$ cat config.mk
export PLATFORM = sky130hd
export DESIGN_NAME = rotate_cmd_issuer
export DESIGN_NICKNAME = d
export VERILOG_FILES = /design/src/rtl/rotate_cmd_issuer_pkg.sv /design/src/rtl/cmd_fifo.sv /design/src/rtl/rotate_cmd_issuer.sv
export SDC_FILE = /design/constraint.sdc
export NUM_CORES = 1
export LEC_CHECK = 0
export BUFFER_PORTS_ARGS = -buffer_cell sky130_fd_sc_hd__buf_2
export CORE_MARGIN = 1
export CORE_UTILIZATION = 40
export CTS_BUF_LIST = sky130_fd_sc_hd__clkbuf_4 sky130_fd_sc_hd__clkbuf_8
export DETAILED_ROUTE_END_ITERATION = 8
export REMOVE_ABC_BUFFERS = 1
export SLEW_MARGIN = 15
export SYNTH_ARGS = -nofsm -noshare
export SYNTH_HDL_FRONTEND = slang
export SYNTH_HIERARCHICAL = 1
export SYNTH_SLANG_ARGS = --single-unit
$ cat constraint.sdc
create_clock -name clk -period 2.4 [get_ports clk]
set_input_delay 0.48 -clock clk [delete_from_list [all_inputs] [get_ports clk]]
set_output_delay 0.48 -clock clk [all_outputs]
set_load 0.005 [all_outputs]
$ cat src/rtl/rotate_cmd_issuer_pkg.sv
// Shared definitions for the rotate command issuer: field widths, opcodes, FSM states.
package rotate_cmd_issuer_pkg;

    localparam int OP_W   = 4;
    localparam int DATA_W = 16;
    localparam int CMD_W  = OP_W + DATA_W;

    localparam logic [OP_W-1:0] OP_ROTATE = 4'd10;
    localparam logic [OP_W-1:0] OP_IDLE   = 4'd0;

    // Encodings kept identical to the legacy localparam values.
    typedef enum logic [1:0] {
        ST_IDLE = 2'd0,
        ST_WAIT = 2'd1,
        ST_GAP  = 2'd2
    } state_t;

    // Queued command word: opcode in the top bits, operand below.
    function automatic logic [CMD_W-1:0] pack_cmd(input logic [OP_W-1:0]   op,
                                                   input logic [DATA_W-1:0] data);
        return {op, data};
    endfunction

endpackage

$ cat src/rtl/cmd_fifo.sv
// Command FIFO: DEPTH entries (power of two), registered count, full/empty from count.
module cmd_fifo #(
    parameter int DEPTH = 4,
    parameter int WIDTH = 20
) (
    input  logic                     clk,
    input  logic                     reset,
    input  logic                     push,
    input  logic [WIDTH-1:0]         push_data,
    input  logic                     pop,
    output logic [WIDTH-1:0]         pop_data,
    output logic [$clog2(DEPTH):0]   count,
    output logic                     full,
    output logic                     empty
);

    localparam int AW = $clog2(DEPTH);
    localparam logic [AW:0] FULL_CNT = (AW+1)'(DEPTH);

    logic [WIDTH-1:0] mem [DEPTH];
    logic [AW-1:0]    wptr;
    logic [AW-1:0]    rptr;
    logic             do_push;
    logic             do_pop;

    assign full     = (count == FULL_CNT);
    assign empty    = (count == '0);
    assign do_push  = push && !full;
    assign do_pop   = pop && !empty;
    assign pop_data = mem[rptr];

    // Storage write; contents need no reset since count gates every read.
    always_ff @(posedge clk) begin
        if (do_push) begin
            mem[wptr] <= push_data;
        end
    end

    // Pointers wrap naturally at DEPTH; count holds on simultaneous push and pop.
    always_ff @(posedge clk or posedge reset) begin
        if (reset) begin
            wptr  <= '0;
            rptr  <= '0;
            count <= '0;
        end else begin
            if (do_push) wptr <= wptr + 1'b1;
            if (do_pop)  rptr <= rptr + 1'b1;
            case ({do_push, do_pop})
                2'b10:   count <= count + 1'b1;
                2'b01:   count <= count - 1'b1;
                default: count <= count;
            endcase
        end
    end

endmodule

$ cat src/rtl/rotate_cmd_issuer.sv
// Rotate command issuer: queues host commands and issues them one at a time to the
// rotate stage, waiting for completion (or timeout) and inserting an idle gap between issues.
module rotate_cmd_issuer
    import rotate_cmd_issuer_pkg::*;
#(
    parameter int              DEPTH        = 4,
    parameter logic [OP_W-1:0] IDLE_OPCODE  = OP_IDLE,
    parameter int              DONE_TIMEOUT = 16
) (
    input  logic                   clk,
    input  logic                   reset,
    input  logic                   cmd_valid,
    output logic                   cmd_ready,
    input  logic [OP_W-1:0]        cmd_opcode,
    input  logic [DATA_W-1:0]      cmd_data,
    output logic [OP_W-1:0]        exe_opcode,
    output logic [DATA_W-1:0]      exe_data,
    output logic                   exe_start,
    input  logic                   exe_done,
    output logic [$clog2(DEPTH):0] fifo_count,
    output logic                   timeout_err,
    input  logic                   err_clear
);

    localparam int             TW       = $clog2(DONE_TIMEOUT) + 1;
    localparam logic [TW-1:0]  TMO_LAST = TW'(DONE_TIMEOUT - 1);

    state_t           state;
    logic [TW-1:0]    tmo_cnt;
    logic [CMD_W-1:0] head;
    logic [OP_W-1:0]  head_op;
    logic             fifo_full;
    logic             fifo_empty;
    logic             push;
    logic             pop;

    assign cmd_ready = !fifo_full;
    assign push      = cmd_valid && cmd_ready;
    assign pop       = (state == ST_IDLE) && !fifo_empty;
    assign head_op   = head[CMD_W-1 -: OP_W];

    cmd_fifo #(
        .DEPTH (DEPTH),
        .WIDTH (CMD_W)
    ) u_fifo (
        .clk       (clk),
        .reset     (reset),
        .push      (push),
        .push_data (pack_cmd(cmd_opcode, cmd_data)),
        .pop       (pop),
        .pop_data  (head),
        .count     (fifo_count),
        .full      (fifo_full),
        .empty     (fifo_empty)
    );

    // Issue FSM, timeout counter and registered exe outputs.
    // err_clear is applied first so a same-cycle timeout assignment below overrides it.
    // exe_done is ignored while exe_start is high (the first WAIT cycle).
    always_ff @(posedge clk or posedge reset) begin
        if (reset) begin
            state       <= ST_IDLE;
            tmo_cnt     <= '0;
            exe_opcode  <= IDLE_OPCODE;
            exe_data    <= '0;
            exe_start   <= 1'b0;
            timeout_err <= 1'b0;
        end else begin
            exe_start <= 1'b0;
            if (err_clear) timeout_err <= 1'b0;
            case (state)
                ST_IDLE: begin
                    if (!fifo_empty && head_op != IDLE_OPCODE) begin
                        exe_opcode <= head_op;
                        exe_data   <= head[DATA_W-1:0];
                        exe_start  <= 1'b1;
                        tmo_cnt    <= '0;
                        state      <= ST_WAIT;
                    end
                end
                ST_WAIT: begin
                    if (exe_done && !exe_start) begin
                        exe_opcode <= IDLE_OPCODE;
                        state      <= ST_GAP;
                    end else if (tmo_cnt == TMO_LAST) begin
                        timeout_err <= 1'b1;
                        exe_opcode  <= IDLE_OPCODE;
                        state       <= ST_GAP;
                    end else begin
                        tmo_cnt <= tmo_cnt + 1'b1;
                    end
                end
                ST_GAP: begin
                    state <= ST_IDLE;
                end
                default: begin
                    state <= ST_IDLE;
                end
            endcase
        end
    end

endmodule

Word level (Yosys, flattened, before mapping)
Memories as Yosys holds them, arrays and structs flattened.
Cells that the tools add are included.
{"block": "op_classes", "addsub": 5, "n_mul": 0, "div": 0, "n_lt_le_gt_ge": 0, "n_eq_ne": 9, "shift": 0, "muxes": 21, "n_bitwise": 0, "n_reduce_logical": 18}
{"cell": "5-bit two-way mux", "count": 3}
{"cell": "4-bit two-way mux", "count": 3}
{"cell": "5-bit one-hot mux with 2 select lines", "count": 1}
{"cell": "1-bit two-way mux", "count": 8}
{"cell": "4-bit one-hot mux with 2 select lines", "count": 1}
{"cell": "1-bit logical AND", "count": 6}
{"cell": "2-bit two-way mux", "count": 3}
{"cell": "3-bit one-hot mux with 2 select lines", "count": 1}
{"cell": "5-bit by 1-bit adder with 5-bit output (second input constant)", "count": 1}
{"cell": "5-bit by 4-bit == test with 1-bit output (second input constant)", "count": 1}
{"cell": "2-bit by 1-bit adder with 2-bit output (second input constant)", "count": 2}
{"cell": "2-bit by 1-bit == test with 1-bit output (second input constant)", "count": 2}
{"cell": "2-bit inequality test (second input constant)", "count": 2}
{"cell": "2-bit one-hot mux with 2 select lines", "count": 1}
{"cell": "2-bit AND reduction", "count": 2}
{"cell": "4-bit AND reduction", "count": 1}
{"cell": "2-bit nonzero test", "count": 2}
{"cell": "4-bit nonzero test", "count": 1}
{"cell": "3-bit by 1-bit adder with 3-bit output (second input constant)", "count": 1}
{"cell": "3-bit == test (second input constant)", "count": 1}
{"cell": "1-bit logical NOT", "count": 3}
{"cell": "3-bit logical NOT", "count": 1}
{"cell": "3-bit inequality test (second input constant)", "count": 1}
{"cell": "3-bit AND reduction", "count": 1}
{"cell": "4 further kinds", "count": 4}
{"block": "word_totals", "ff_bits": 36, "latch_bits": 0, "ram_bits": 80, "romBits": 0, "out_inout_bits": 26, "n_memories": 1}
{"name": "u_fifo.mem", "words": 4, "width": 20, "rd": 1, "rd_ports_with_merged_regs": 0, "wr": 1, "line": "cmd_fifo.sv:20", "source": "logic [WIDTH-1:0] mem [DEPTH];"}

Longest topological paths before layout
{"block": "logic_depth", "ltp_word": 6, "mapped_depth": 10}

Hierarchy
The synthesis kept the hierarchy.
{"mod": "cmd_fifo", "n_inst": 1, "cells_each": 142, "area_each_um2": 3335.7}
{"mod": "rotate_cmd_issuer", "n_inst": 1, "cells_each": 88, "area_each_um2": 1268.7}

Worst setup path after synthesis
OpenSTA, ideal clock, no wires.
{"block": "synth_path", "path_kind": "register to register", "from": "register u_fifo.rptr[0]", "to": "register exe_data[10]", "arrival_ps": 2174, "required_time_ps": 2275, "path_slack_ps": 101, "path_stages_with_launch": 8, "n_path_buf": 2, "cell_sequence": "dfrtp_1 -> buf_6 -> mux4_2 -> nor4_4 -> nand2b_4 -> inv_6 -> buf_8 -> mux2_4"}
{"block": "synth_via", "elab_chain_len": 4}
{"element": "start, declared", "line": "cmd_fifo.sv:22", "source": "logic [AW-1:0] rptr;"}
{"element": "start signal, assigned", "line": "cmd_fifo.sv:47", "source": "if (do_pop) rptr <= rptr + 1'b1;"}
{"element": "memory read 4 x 20 bit"}
{"element": "net head[16]", "line": "rotate_cmd_issuer.sv:30", "source": "logic [CMD_W-1:0] head;"}
{"element": "4-bit nonzero test", "line": "rotate_cmd_issuer.sv:73", "source": "if (!fifo_empty && head_op != IDLE_OPCODE) begin"}
{"element": "1-bit logical AND", "line": "rotate_cmd_issuer.sv:73"}
{"element": "2-bit AND reduction (no source line)"}
{"element": "end signal, assigned", "line": "rotate_cmd_issuer.sv:75", "source": "exe_data <= head[DATA_W-1:0];"}
{"element": "end, declared", "line": "rotate_cmd_issuer.sv:17", "source": "output logic [DATA_W-1:0] exe_data,"}
The timed path passes the listed nets, and every way through them passes these cells.
A chain may end at the register's enable or synchronous reset.

Worst setup path in the final report
{"block": "layout_path", "from": "register u_fifo.count[1]", "to": "register u_fifo.count[2]"}
{"block": "layout_via", "elab_chain_len": 6, "word_cells_on_any_way": 14}
{"element": "start, declared", "line": "cmd_fifo.sv:12", "source": "output logic [$clog2(DEPTH):0] count,"}
{"element": "start signal, assigned", "line": "cmd_fifo.sv:49", "source": "2'b10: count <= count + 1'b1;"}
{"element": "start signal, assigned", "line": "cmd_fifo.sv:50", "source": "2'b01: count <= count - 1'b1;"}
{"element": "start signal, assigned", "line": "cmd_fifo.sv:51", "source": "default: count <= count;"}
{"element": "3-bit logical NOT *", "line": "cmd_fifo.sv:27", "source": "assign empty = (count == '0);"}
{"element": "net fifo_empty", "line": "rotate_cmd_issuer.sv:33", "source": "logic fifo_empty;"}
{"element": "1-bit logical NOT *", "line": "rotate_cmd_issuer.sv:39", "source": "assign pop = (state == ST_IDLE) && !fifo_empty;"}
{"element": "1-bit logical AND *", "line": "rotate_cmd_issuer.sv:39"}
{"element": "net pop", "line": "rotate_cmd_issuer.sv:35", "source": "logic pop;"}
{"element": "1-bit logical AND *", "line": "cmd_fifo.sv:29", "source": "assign do_pop = pop && !empty;"}
{"element": "net u_fifo.do_pop", "line": "cmd_fifo.sv:24", "source": "logic do_pop;"}
{"element": "2-bit by 1-bit == test with 1-bit output / 2-bit == test (equally long branches)", "line": "cmd_fifo.sv:48", "source": "case ({do_push, do_pop})"}
{"element": "3-bit one-hot mux with 2 select lines / 2-bit nonzero test (equally long branches)"}
Mark *: on every way through the listed nets, which the timed path passes. The rest lies on a longest branch.

==> parameters.txt <==
Parameter                              Value

Global routing
  All-layer global routing usage    between 15 and 20%
  Wire length of the first global-routing pass    about 13,000 um
  Via count of the first global-routing pass    between 2,000 and 2,500
  Initial antenna violation count    0
  Maximum number of pins on one net before global-route repair    30
  Total gr overflow    0

Clocking
  H-tree depth    4
  Clock transition at the registers of the reported paths    approximately 0.060 ns
  Setup bufs post-CTS    0
  Clock latency reported for the late side of the worst-skew pair    0.42 ns
  Total clock sinks    116
  Deepest clock path buffer count    2
  Root cell of the clock tree    sky130_fd_sc_hd__clkbuf_8
  Total CTS buffers    17
  Clock tree from TritonCTS    done

Power
  Worst IR drop on VDD    around 0.43 mV
  Static power due to leakage    2.13 nW
  Proportion of power drawn by combinational gates    31.7%
  Power per unit of standard cell area    about 1300 mW/mm^2
  Net Sw Frac    28.9%
  Share of power burned in registers    between 40 and 50%
  Post-layout power    roughly 7.2 mW
  Proportion of power drawn by the clock network    approximately a quarter
  Net load switching power    between 2 and 2.5 mW
  Cell internal pwr    about 5.1 mW

Placement
  HPWL after detailed placement    5130 um
  IO Port Bufs    50
  RePlAce Congestion    between 0.6 and 0.7
  Number of placed cells counting well taps    between 400 and 500
  Placed standard-cell area    around 0.0051 mm^2

Synth
  Primary FF master, synth    sky130_fd_sc_hd__edfxtp_1
  Yosys reg bits    about 120
  Area of the mapped netlist    about 0.0046 mm^2
  Warning count from the yosys run    6
  Most area-consuming cells after synthesis    sky130_fd_sc_hd__edfxtp_1 52%, sky130_fd_sc_hd__dfrtp_1 20%, sky130_fd_sc_hd__mux4_2 9.3%
  Most frequent cell after synthesis    sky130_fd_sc_hd__edfxtp_1
  Sequential cell area fraction in the yosys report    a little under three quarters
  Post-synth cell types    a little over 40
  Async SR Flop Fraction    between 30% and 40%
  Post-synth top area cell    sky130_fd_sc_hd__edfxtp_1
  Number of enable flip-flop cells after synthesis    80
  List of most frequent post-synthesis cells    80 x sky130_fd_sc_hd__edfxtp_1, 36 x sky130_fd_sc_hd__dfrtp_1, 19 x sky130_fd_sc_hd__mux4_2
  Synthesized netlist cell count    230
  Post-Syn Area per Cell    20.0 um^2
  Area share of the largest cell type after synthesis    a little over half

Route
  Remaining number of nets flagged by the antenna check after routing    0
  WL met2    4240 um
  Average wire length per cell after detail routing    about 17 um
  Top metal layer carrying routed signals    met4
  Sum of met3 wire segment lengths after detailed routing    roughly 310 um
  Initial detailed-routing violation count    between 70 and 80
  First-pass iteration count of the detailed router    5
  Ratio of routed vias to standard cells    approximately 4.9
  Number of remaining DRC errors    0
  Aggregate routed wire length    7810 um
  Via count    around 2,300
  Wire length on met1    3140 um

STA
  Transition time at the pin with the least slew margin    around 0.51 ns
  Post-layout minimum cycle time    approximately 2.3 ns
  Number of slew-limit violations in the final report    0
  Unrepaired setup endpoints after global routing    false
  Summed negative setup slack over all endpoints    0 ns
  Total count of hold-check failures in the final report    0
  Slew headroom    between 60% and 70%
  Setup clock skew after layout    roughly 0.011 ns
  Count of endpoints failing setup in the final report    0
  Max Clk Rate    around 440 MHz
  Tcrit/Tclk final    ~95%

Min path
  Hold Crit Start    err_clear
  End point of the worst hold path    timeout_err$_DFF_PP0_
  Path type of the worst min-delay path    in2reg
  Hold-critical path depth    2

Layout
  NumNets Final    339
  Post-Route Utilization    approximately 50%
  Area of combinational cells with multiple inputs    between 0.001 and 0.0015 mm^2
  FILL cells    940
  Share of final-layout standard cells stronger than drive strength 1    42.3%
  Antenna Cells    0
  Area added between synthesis and finish    19.7%
  Total area of sequential cells    0.00331 mm^2
  Number of standard cells in the final layout excluding fillers    roughly 460
  Total non-filler cell area in the finished layout    0.00551 mm^2

Die
  Die Area    ~0.012 mm^2
  Die Height    about 110 um
  Number of rows created at floorplan    38
  IO Count    51
  Die width    ~110 um
  Area of the core region    ~0.011 mm^2
  Initial standard-cell utilization of the core    about two fifths

Setup path
  Critical Path Sink Type    flip-flop
  Ordered list of cells on the worst path    nor3_1 > or3_4 > clkinv_2 > o31a_2 > ha_1 > inv_1 > fa_1 > xor2_1 > nor2_1 > xor2_1
  Most numerous cell on the critical path    sky130_fd_sc_hd__xor2_1
  Crit path buffers/inverters    2
  Critical Path Fanout Max    5
  Worst Setup Path Type    reg2reg
  Startpoint of the worst setup timing path    u_fifo/count[1]$_DFFE_PP0P_
  Slowest stage delay, CP    0.45 ns
  Depth of the worst register-to-register path    10
  Top delay family on crit path    adder cells
  Endpoint of the worst-slack reg-to-reg timing path    u_fifo/count[2]$_DFFE_PP0P_
  Startpoint of the worst register-to-register path    u_fifo/count[1]$_DFFE_PP0P_
  R2R Setup Slk    between 0.1 and 0.15 ns
  Nature of the critical path startpoint    flip-flop
  WP data arrival    2.61 ns
  CP Data Required Time    about 2.7 ns
  Highest-delay cell along the critical path    sky130_fd_sc_hd__dfrtp_1

Run status
  Status    complete, no violations

Job
  Max-cap violations    0
[sequential cells by signal, summed over array words and instances (netlist names)]
register      count
u_fifo/count      3
u_fifo/mem       80
u_fifo/rptr       2
exe_data         16
exe_start         1
exe_opcode        4
u_fifo/wptr       2
timeout_err       1
tmo_cnt           5
state             2
[worst max path at each step]
stage          slack, ns                          end  depth (start not counted)
6_report            0.13  u_fifo/count[2]$_DFFE_PP0P_                         10
5_1_grt            0.003  u_fifo/count[2]$_DFFE_PP0P_                         10
4_1_cts             0.05  u_fifo/count[2]$_DFFE_PP0P_                         10
3_5_place_dp        0.06  u_fifo/count[2]$_DFFE_PP0P_                         10
3_3_place_gp        0.14  u_fifo/count[2]$_DFFE_PP0P_                         10
2_1_floorplan      -0.31      exe_data[0]$_DFFE_PP0P_                          5
[power by group through the flow]
| stage | sequential (mW) | clock (mW) | combinational, mW |
|---|---|---|---|
| 6_report | 3.05 | 1.89 | 2.30 |
| 5_1_grt | 3.12 | 2.03 | 2.56 |
| 3_3_place_gp | 3.07 | 0 | 2.30 |
| 2_1_floorplan | 3.12 | 0 | 1.52 |
| 4_1_cts | 3.06 | 1.94 | 2.36 |
| 3_5_place_dp | 3.09 | 0 | 2.35 |
[metrics by stage]
stage	setup WS [ns]	hold slack, ns
floorplan	-0.308	0.283
global placement	0.143	0.445
detailed placement	0.0564	0.449
CTS	0.0530	0.222
global route	0.00307	0.230
finish	0.130	0.247
[kinds of logic (layout without fill, tap and decap cells)]
family                     after synthesis  count (layout)  synth area share [%]
DFF                                    116             116                  71.7
muxes                                   41              41                  15.6
and+or+nand+nor                         23              23                  4.18
buffers and inverters                   23             112                  2.64
AOI/OAI and AO/OA                       13              13                  2.39
adders and majority gates                8               8                  2.34
xor gates and xnor gates                 6               6                  1.14
[final cells by class]
cell class / instances / share of cell area, %
flip-flops and latches: 116 / 60.0
clock inverters: 12 / 2.95
multi-input cells: 91 / 21.4
inverters: 16 / 1.20
well taps: 140 / 3.18
repair buffers: 64 / 6.49
clock buffers: 20 / 4.77
[metal layers]
metal / GRT usage [%] / up-vias
li1: - / 1047
met1: 17.2 / 1149
met2: 26.2 / 47
met4: 6.57 / 0
met5: 0 / -
met3: 4.39 / 14
[placed cells by master (no fill, tap or decap), types with 3 or more instances in the layout]
master	count
sky130_fd_sc_hd__and2_2	4
sky130_fd_sc_hd__nor2b_1	3
sky130_fd_sc_hd__clkinv_2	5
sky130_fd_sc_hd__mux2i_1	3
sky130_fd_sc_hd__edfxtp_1	80
sky130_fd_sc_hd__mux4_2	19
sky130_fd_sc_hd__xnor2_1	3
sky130_fd_sc_hd__a32o_1	4
sky130_fd_sc_hd__ha_1	7
sky130_fd_sc_hd__buf_2	50
sky130_fd_sc_hd__dfrtp_1	34
sky130_fd_sc_hd__xor2_1	3
sky130_fd_sc_hd__mux2_1	10
sky130_fd_sc_hd__bufinv_16	4
sky130_fd_sc_hd__buf_4	13
sky130_fd_sc_hd__mux2_4	8
sky130_fd_sc_hd__inv_1	14
sky130_fd_sc_hd__clkbuf_8	18
[repair_timing]
item	CTS	global route
hold buffers	1	0
endpoints found under the hold margin	2	0
setup endpoints to repair	0	2
resized for setup	0	2
(Power assumes the default switching activity.)
